===== src/rtl/hedios_pkg.sv =====
// hedios_pkg: shared widths, limits and status-word layout for the hedios action mailbox
package hedios_pkg;
  localparam int PARAM_W      = 32;
  localparam int CNT_W        = 8;
  localparam int MAX_CHANNELS = 16;
  localparam int VALID_LSB    = 0;
  localparam int OVR_LSB      = 16;
  typedef enum logic {EMPTY = 1'b0, FULL = 1'b1} slot_state_e;
  function automatic logic [CNT_W-1:0] sat_inc(input logic [CNT_W-1:0] v);
    return (v == '1) ? v : v + 1'b1;
  endfunction
endpackage


===== src/rtl/hedios_mailbox_slot.sv =====
// hedios_mailbox_slot: one-entry mailbox for a single action channel with sticky overrun tracking
module hedios_mailbox_slot
  import hedios_pkg::*;
#(
  parameter int OVERWRITE = 1
) (
  input  logic               clk,
  input  logic               rst,
  input  logic               soft_clr,
  input  logic               ovr_clear,
  input  logic               pulse,
  input  logic [PARAM_W-1:0] param,
  input  logic               ready,
  output logic               valid,
  output logic [PARAM_W-1:0] data,
  output logic               ovr
);
  slot_state_e state_q, state_d;
  logic [PARAM_W-1:0] data_q, data_d;
  logic ovr_q, ovr_d;
  logic [CNT_W-1:0] cnt_q, cnt_d;
  logic xfer, ovr_ev;
  always_comb begin
    xfer    = (state_q == FULL) && ready;
    ovr_ev  = (state_q == FULL) && pulse && !ready;
    state_d = soft_clr ? EMPTY : pulse ? FULL : xfer ? EMPTY : state_q;
    data_d  = soft_clr ? '0 : (pulse && (!ovr_ev || OVERWRITE != 0)) ? param : data_q;
    ovr_d   = soft_clr ? 1'b0 : ovr_ev ? 1'b1 : ovr_clear ? 1'b0 : ovr_q;
    // a fresh overrun beats a coincident clear and restarts the count at one
    cnt_d   = soft_clr ? '0 : ovr_ev ? (ovr_clear ? CNT_W'(1) : sat_inc(cnt_q)) : ovr_clear ? '0 : cnt_q;
  end
  always_ff @(posedge clk or negedge rst) begin
    if (!rst) begin
      state_q <= EMPTY;
      data_q  <= '0;
      ovr_q   <= 1'b0;
      cnt_q   <= '0;
    end else begin
      state_q <= state_d;
      data_q  <= data_d;
      ovr_q   <= ovr_d;
      cnt_q   <= cnt_d;
    end
  end
  assign valid = (state_q == FULL);
  assign data  = data_q;
  assign ovr   = ovr_q;
endmodule


===== src/rtl/hedios_action_mailbox.sv =====
// hedios_action_mailbox: per-channel action mailboxes plus a registered slot-ready status word
module hedios_action_mailbox
  import hedios_pkg::*;
#(
  parameter int CHANNELS  = 4,
  parameter int OVERWRITE = 1
) (
  input  logic                              clk,
  input  logic                              rst,
  input  logic                              soft_clr,
  input  logic [CHANNELS-1:0]               action_pulse,
  input  logic [CHANNELS-1:0][PARAM_W-1:0]  action_param,
  output logic [CHANNELS-1:0]               ch_valid,
  output logic [CHANNELS-1:0][PARAM_W-1:0]  ch_data,
  input  logic [CHANNELS-1:0]               ch_ready,
  input  logic                              ovr_clear,
  output logic [31:0]                       status_word
);
  logic [CHANNELS-1:0] ovr;
  logic [31:0] status_q, status_d;
  for (genvar i = 0; i < CHANNELS; i++) begin : g_slot
    hedios_mailbox_slot #(.OVERWRITE(OVERWRITE)) u_slot (
      .clk       (clk),
      .rst       (rst),
      .soft_clr  (soft_clr),
      .ovr_clear (ovr_clear),
      .pulse     (action_pulse[i]),
      .param     (action_param[i]),
      .ready     (ch_ready[i]),
      .valid     (ch_valid[i]),
      .data      (ch_data[i]),
      .ovr       (ovr[i])
    );
  end
  always_comb begin
    status_d = '0;
    status_d[VALID_LSB +: CHANNELS] = ch_valid;
    status_d[OVR_LSB +: CHANNELS]   = ovr;
  end
  always_ff @(posedge clk or negedge rst) begin
    if (!rst) status_q <= '0;
    else      status_q <= status_d;
  end
  assign status_word = status_q;
endmodule


===== config.mk =====
export PLATFORM = sky130hd
export DESIGN_NAME = hedios_action_mailbox
export DESIGN_NICKNAME = d
export VERILOG_FILES = /design/src/rtl/hedios_pkg.sv /design/src/rtl/hedios_mailbox_slot.sv /design/src/rtl/hedios_action_mailbox.sv
export SDC_FILE = /design/constraint.sdc
export NUM_CORES = 1
export LEC_CHECK = 0
export ABC_AREA = 1
export CAP_MARGIN = 20
export CORE_ASPECT_RATIO = 2
export CORE_MARGIN = 2
export CORE_UTILIZATION = 30
export CTS_CLUSTER_SIZE = 16
export DETAILED_ROUTE_END_ITERATION = 16
export HOLD_SLACK_MARGIN = 0.05
export PLACE_DENSITY = 0.61
export SLEW_MARGIN = 30
export SYNTH_ARGS = -nofsm -noshare
export SYNTH_HDL_FRONTEND = slang
export SYNTH_SLANG_ARGS = --single-unit

===== constraint.sdc =====
create_clock -name clk -period 0.9 [get_ports clk]
set_clock_uncertainty 0.15 [all_clocks]
set_input_delay 0.09 -clock clk [delete_from_list [all_inputs] [get_ports clk]]
set_output_delay 0.09 -clock clk [all_outputs]
set_load 0.1 [all_outputs]

==> results.sh, run 1 <==
export IMPL_status="complete, but fails checks"
export IMPL_violations="hold timing, setup timing"
export IMPL_total_leakage_power_nw=5.28
export IMPL_synth_fa_ha_area_frac=0
export IMPL_ff2ff_path_depth=6
export IMPL_holdWs_ns=-0.0422
export IMPL_maxCapViolations=0
export IMPL_cp_startpoint="g_slot[0].u_slot.data[10]$_DFFE_PN0P_"
export IMPL_cts_inserted_buffers=17
export IMPL_initial_core_util=0.307
export IMPL_final_max_slew_violation_count=0
export IMPL_grt_pass1_vias=5164
export IMPL_die_w_um=102
export IMPL_io_pin_count=304
export IMPL_final_nets=1070
export IMPL_grt_pass1_wl_mm=29.1
export IMPL_crit_required_ns=0.66
export IMPL_slowest_delay_ns=0.50
export IMPL_ys_types=13
export IMPL_cts_hold_buf=1
export IMPL_wl_mm=18.7
export IMPL_ir_drop_mv=1.33
export IMPL_yosysSeqAreaShare=0.623
export IMPL_cp_buffers_inverters=1
export IMPL_post_route_drc_count=0
export IMPL_dr_pass1_iters=4
export IMPL_areaGrowthSynthToFinish_pct=99.0
export IMPL_final_cell_area_mm2=0.0115
export IMPL_core_area_mm2=0.0188
export IMPL_synth_xor_area_frac=0
export IMPL_synth_compound_area_share=0
export IMPL_ys_warn_count=0
export IMPL_clk_latency_ns=0.42
export IMPL_num_vias=4949
export IMPL_io_buffer_count=279
export IMPL_row_count=71
export IMPL_crit_chain="buf_12"
export IMPL_clk_pin_slew_ns=0.06
export IMPL_gr_usage_all_layers=0.192
export IMPL_viasPerCell=4.12
export IMPL_clk_path_buf_depth=2
export IMPL_numClockSinks=144
export IMPL_synth_area_mm2=0.00579
export IMPL_mostFrequentLayoutCells="nand2_1, buf_12, clkdlybuf4s50_1"
export IMPL_synth_area_per_cell_um2=9.21
export IMPL_cts_tree="yes"
export IMPL_slowest_stage="dfrtp_4"
export IMPL_startpoint_type="flop"
export IMPL_cp_depth=1
export IMPL_drive_above_1_share=0.406
export IMPL_r2r_start="g_slot[0].u_slot.valid$_DFFE_PN0P_"
export IMPL_n_fill_cell=1537
export IMPL_synth_top_family_by_area="simple AND/OR/NAND/NOR gates"
export IMPL_grt_max_degree=32
export IMPL_setup_viol=151
export IMPL_rsz0062_at_grt="yes"
export IMPL_yosys_area_share_simple=0.294
export IMPL_place_ws_ns=-0.716
export IMPL_cts_root_buf="clkbuf_16"
export IMPL_postRouteAntennaNets=0
export IMPL_drt_wirelength_per_cell_um=15.6
export IMPL_fmax_mhz=742
export IMPL_hold_viol=17
export IMPL_p_total_mw=20.7
export IMPL_pwr_density_cell_mw_per_mm2=1800
export IMPL_end_kind="output pin"
export IMPL_gr_total_overflow=0
export IMPL_ys_ff_latch=144
export IMPL_crit_type="reg2out"
export IMPL_h_tree_depth=4
export IMPL_min_path_type="in2async"
export IMPL_die_h_um=200
export IMPL_crit_fanout=2
export IMPL_ff2ff_setup_slack_ns=-0.19
export IMPL_final_common_cell="nand2_1"
export IMPL_synth_cells=628
export IMPL_antenna_found_initial=2
export IMPL_timing_rr_end="g_slot[0].u_slot.ovr$_DFFE_PN0P_"
export IMPL_place_congestion=0.795
export IMPL_dr_first_iter_drc_count=116
export IMPL_fin_ws_ns=-0.448
export IMPL_hpwlAfterDp_mm=13.8
export IMPL_synth_mux_area_frac=0
export IMPL_placed_area_mm2=0.0107
export IMPL_period_minus_slack_ns=1.35
export IMPL_timing_critical_path_max_delay_family="flip-flops"
export IMPL_worst_ep_arrival_time_ns=1.11
export IMPL_die_area_mm2=0.0205
export IMPL_fin_crit_sh=1.50
## logic make-up (layout without fill, tap and decap cells)
kind of cell  count (synthesis)  after routing
other cells                   1             26
buf+inv                      66            354
simple gates                417            421
flops                       144            144
## stage by stage
stage	instances	setup TNS, ns	utilization
after floorplan	651	-13.21	-
after global placement	1152	-79.47	0.569
after detailed placement	1152	-82.06	0.569
after CTS	1193	-62.76	0.606
after global routing	1200	-65.16	0.611
final	1200	-60.06	0.611
## worst reg2reg max path, cell delays in order (launching register included)
cell     delay (ns)
dfrtp_1        0.42
buf_6          0.13
buf_6          0.11
inv_2          0.04
nor2_2         0.03
nand2_1        0.05
nand2_1        0.05
## worst max path at each step
| stage | end | slack [ns] |
|---|---|---|
| floorplan | g_slot[0].u_slot.data[0]$_DFFE_PN0P_ | -0.14 |
| global placement | g_slot[1].u_slot.data[29]$_DFFE_PN0P_ | -0.69 |
| detailed placement | g_slot[3].u_slot.data[8]$_DFFE_PN0P_ | -0.72 |
| CTS | ch_data[78] | -0.46 |
| global route | ch_data[84] | -0.47 |
| finish | ch_data[10] | -0.45 |
## cell usage after synthesis (all sizes together)
cell type / n / area, µm²
dfrtp: 144 / 3600
nor2: 13 / 161
conb: 1 / 3.75
buf: 53 / 429
nand2: 404 / 1540
inv: 13 / 48.8
## cell type report
class | count | area, µm² | share of cell area
inverter | 13 | 51.3 | 0.00445
clock inverter | 9 | 108 | 0.00934
multi-input combinational | 445 | 1890 | 0.164
clock buffer | 23 | 478 | 0.0415
timing repair buffer | 309 | 4580 | 0.398
tap | 255 | 319 | 0.0277
antenna | 2 | 5.00 | 0.000435
sequential | 144 | 4090 | 0.355
## sequential cells by signal, summed over array words and instances (netlist names)
| register | cells |
|---|---|
| g_slot.u_slot.data | 128 |
| g_slot.u_slot.ovr | 4 |
| g_slot.u_slot.valid | 4 |
| status_word | 8 |
## report_power, final
part / switching, mW / total, mW / internal [mW] / leakage, nW
clock: 2.74 / 7.03 / 4.29 / 0.283
sequential: 0.388 / 7.43 / 7.04 / 1.69
combinational: 4.04 / 6.27 / 2.23 / 3.31
## metal layers
metal | up-vias | wire (µm) | global-route usage
li1 | 2430 | - | -
met1 | 2310 | 6140 | 0.192
met2 | 180 | 10900 | 0.357
met3 | 29 | 1040 | 0.0461
met4 | 0 | 590 | 0.0900
met5 | - | 0 | 0
## repair_timing
action / in CTS / in global routing
endpoints found under the hold margin: 236 / 54
pin swaps: 4 / 6
cloned: 4 / 0
gates resized for setup: 20 / 23
endpoints found under the setup margin: 276 / 179
buffers inserted: 4 / 7
Note: power is estimated with default switching activity, not from simulation.
==> inputs of run 2 (changes only) <==
--- a/config.mk
+++ b/config.mk
@@ -9,11 +9,11 @@
 export CAP_MARGIN = 20
 export CORE_ASPECT_RATIO = 2
 export CORE_MARGIN = 2
-export CORE_UTILIZATION = 30
+export CORE_UTILIZATION = 40
 export CTS_CLUSTER_SIZE = 16
 export DETAILED_ROUTE_END_ITERATION = 16
 export HOLD_SLACK_MARGIN = 0.05
-export PLACE_DENSITY = 0.61
+export PLACE_DENSITY = 0.78
 export SLEW_MARGIN = 30
 export SYNTH_ARGS = -nofsm -noshare
 export SYNTH_HDL_FRONTEND = slang
==> results.sh, run 2 (synthesized netlist as in run 1, its figures left out) <==
export IMPL_status="complete, but fails checks"
export IMPL_violations="hold timing, setup timing"
export IMPL_place_inst=1096
export IMPL_crit_type="reg2out"
export IMPL_row_count=62
export IMPL_hold_viol=11
export IMPL_worst_pin_slew_ns=0.519
export IMPL_initial_core_util=0.405
export IMPL_ff2ff_setup_slack_ns=-0.19
export IMPL_fmax_mhz=739
export IMPL_gr_total_overflow=0
export IMPL_io_buffer_count=279
export IMPL_timing_critical_path_max_delay_family="flip-flops"
export IMPL_slew_limit_headroom=0.653
export IMPL_num_vias=5422
export IMPL_die_w_um=89.0
export IMPL_final_nets=1095
export IMPL_die_area_mm2=0.0155
export IMPL_min_path_type="in2async"
export IMPL_mostFrequentLayoutCells="nand2_1, buf_12, clkdlybuf4s50_1"
export IMPL_end_kind="output pin"
export IMPL_cts_root_buf="clkbuf_16"
export IMPL_instances_no_fill=1161
export IMPL_clk_latency_ns=0.41
export IMPL_dr_first_iter_drc_count=189
export IMPL_cts_inserted_buffers=17
export IMPL_crit_chain="buf_12"
export IMPL_postRouteAntennaNets=0
export IMPL_ir_drop_mv=1.45
export IMPL_holdWs_ns=-0.0371
export IMPL_clk_pin_slew_ns=0.06
export IMPL_clk_path_buf_depth=2
export IMPL_post_route_drc_count=0
export IMPL_gr_usage_all_layers=0.274
export IMPL_die_h_um=174
export IMPL_numClockSinks=144
export IMPL_ff2ff_path_depth=4
export IMPL_period_minus_slack_ns=1.35
export IMPL_dr_pass1_iters=4
export IMPL_largest_reg_flops=128
export IMPL_cts_hold_buf=1
export IMPL_h_tree_depth=4
export IMPL_fin_crit_sh=1.50
export IMPL_viasPerCell=4.67
export IMPL_drt_wirelength_per_cell_um=18.6
export IMPL_rsz0062_at_grt="yes"
export IMPL_antenna_found_initial=1
export IMPL_slowest_stage="dfrtp_4"
export IMPL_slowest_delay_ns=0.51
export IMPL_grt_max_degree=31
export IMPL_cp_buffers_inverters=1
export IMPL_drive_above_1_share=0.472
export IMPL_total_leakage_power_nw=5.59
export IMPL_io_pin_count=304
export IMPL_fin_ws_ns=-0.452
export IMPL_tns_ns=-59.36
export IMPL_cts_tree="yes"
export IMPL_place_congestion=0.871
export IMPL_regArea_mm2=0.00409
export IMPL_crit_required_ns=0.66
export IMPL_multi_input_area_mm2=0.00203
export IMPL_areaGrowthSynthToFinish_pct=108
export IMPL_core_area_mm2=0.0143
export IMPL_final_max_slew_violation_count=0
export IMPL_grt_pass1_wl_mm=31.5
export IMPL_final_common_cell="nand2_1"
export IMPL_cp_depth=1
export IMPL_crit_fanout=2
export IMPL_hpwlAfterDp_mm=14.6
export IMPL_n_fill_cell=726
export IMPL_setup_viol=170
export IMPL_pwr_density_cell_mw_per_mm2=1860
export IMPL_wl_mm=21.6
export IMPL_maxCapViolations=0
export IMPL_startpoint_type="flop"
export IMPL_grt_pass1_vias=5828
export IMPL_worst_ep_arrival_time_ns=1.11
## run 2: path summary, 6_finish.rpt
path                                                  startpoint                               endpoint
min reg2reg                     g_slot[1].u_slot.ovr$_DFFE_PN0P_              status_word[17]$_DFF_PN0_
min                                                          rst  g_slot[1].u_slot.data[18]$_DFFE_PN0P_
max                        g_slot[1].u_slot.data[24]$_DFFE_PN0P_                            ch_data[56]
min in group clk                                 action_pulse[2]  g_slot[2].u_slot.data[28]$_DFFE_PN0P_
max in group asynchronous                                    rst  g_slot[0].u_slot.data[20]$_DFFE_PN0P_
max reg2reg                g_slot[1].u_slot.data[17]$_DFFE_PN0P_  g_slot[1].u_slot.data[17]$_DFFE_PN0P_
## run 2: where the power goes
| group | internal [mW] | switching [mW] | total, mW |
|---|---|---|---|
| clock | 5.66 | 2.69 | 8.35 |
| combinational | 2.38 | 4.17 | 6.55 |
| sequential | 7.05 | 0.431 | 7.48 |
| total | 15.1 | 7.29 | 22.4 |
## run 2: layout make-up
class | count | share of cell area
Timing Repair Buffer | 335 | 0.407
Sequential cell | 144 | 0.340
Multi-Input combinational cell | 444 | 0.169
Clock buffer | 24 | 0.0426
Tap cell | 192 | 0.0200
Clock inverter | 8 | 0.0163
Inverter | 13 | 0.00448
Antenna cell | 1 | 0.000208
## run 2: per-stage QoR
stage                     cell area [µm²]  hold WS, ns  power [mW]   util  worst slack (ns)
after floorplan                      6360       -0.356        11.1      -            -0.139
after global placement              10700       -0.190        13.7  0.751            -0.663
after detailed placement            10700       -0.192        13.8  0.751            -0.698
after CTS                           11700      -0.0499        22.3  0.818            -0.444
after global routing                12000      -0.0277        23.0  0.842            -0.473
final                               12000      -0.0371        22.4  0.842            -0.452
## run 2: routing by layer
layer,track usage,vias to the layer above,part of all wire
li1,-,2478,-
met1,0.271,2595,0.32
met2,0.501,262,0.56
met3,0.0551,87,0.053
met4,0.163,0,0.070
met5,0,-,0
## run 2: repair_timing
item / CTS / global route
endpoints found under the setup margin: 246 / 208
cloned: 3 / 0
hold endpoints to repair: 162 / 21
setup buffers: 13 / 20
pin swaps: 5 / 13
resized for setup: 41 / 75
==> inputs of run 3 (changes only) <==
--- a/config.mk
+++ b/config.mk
@@ -6,7 +6,6 @@
 export NUM_CORES = 1
 export LEC_CHECK = 0
 export ABC_AREA = 1
-export CAP_MARGIN = 20
 export CORE_ASPECT_RATIO = 2
 export CORE_MARGIN = 2
 export CORE_UTILIZATION = 40
==> results of run 3 <==
Same layout as run 2: the final DEF is identical, and so are final timing and power.
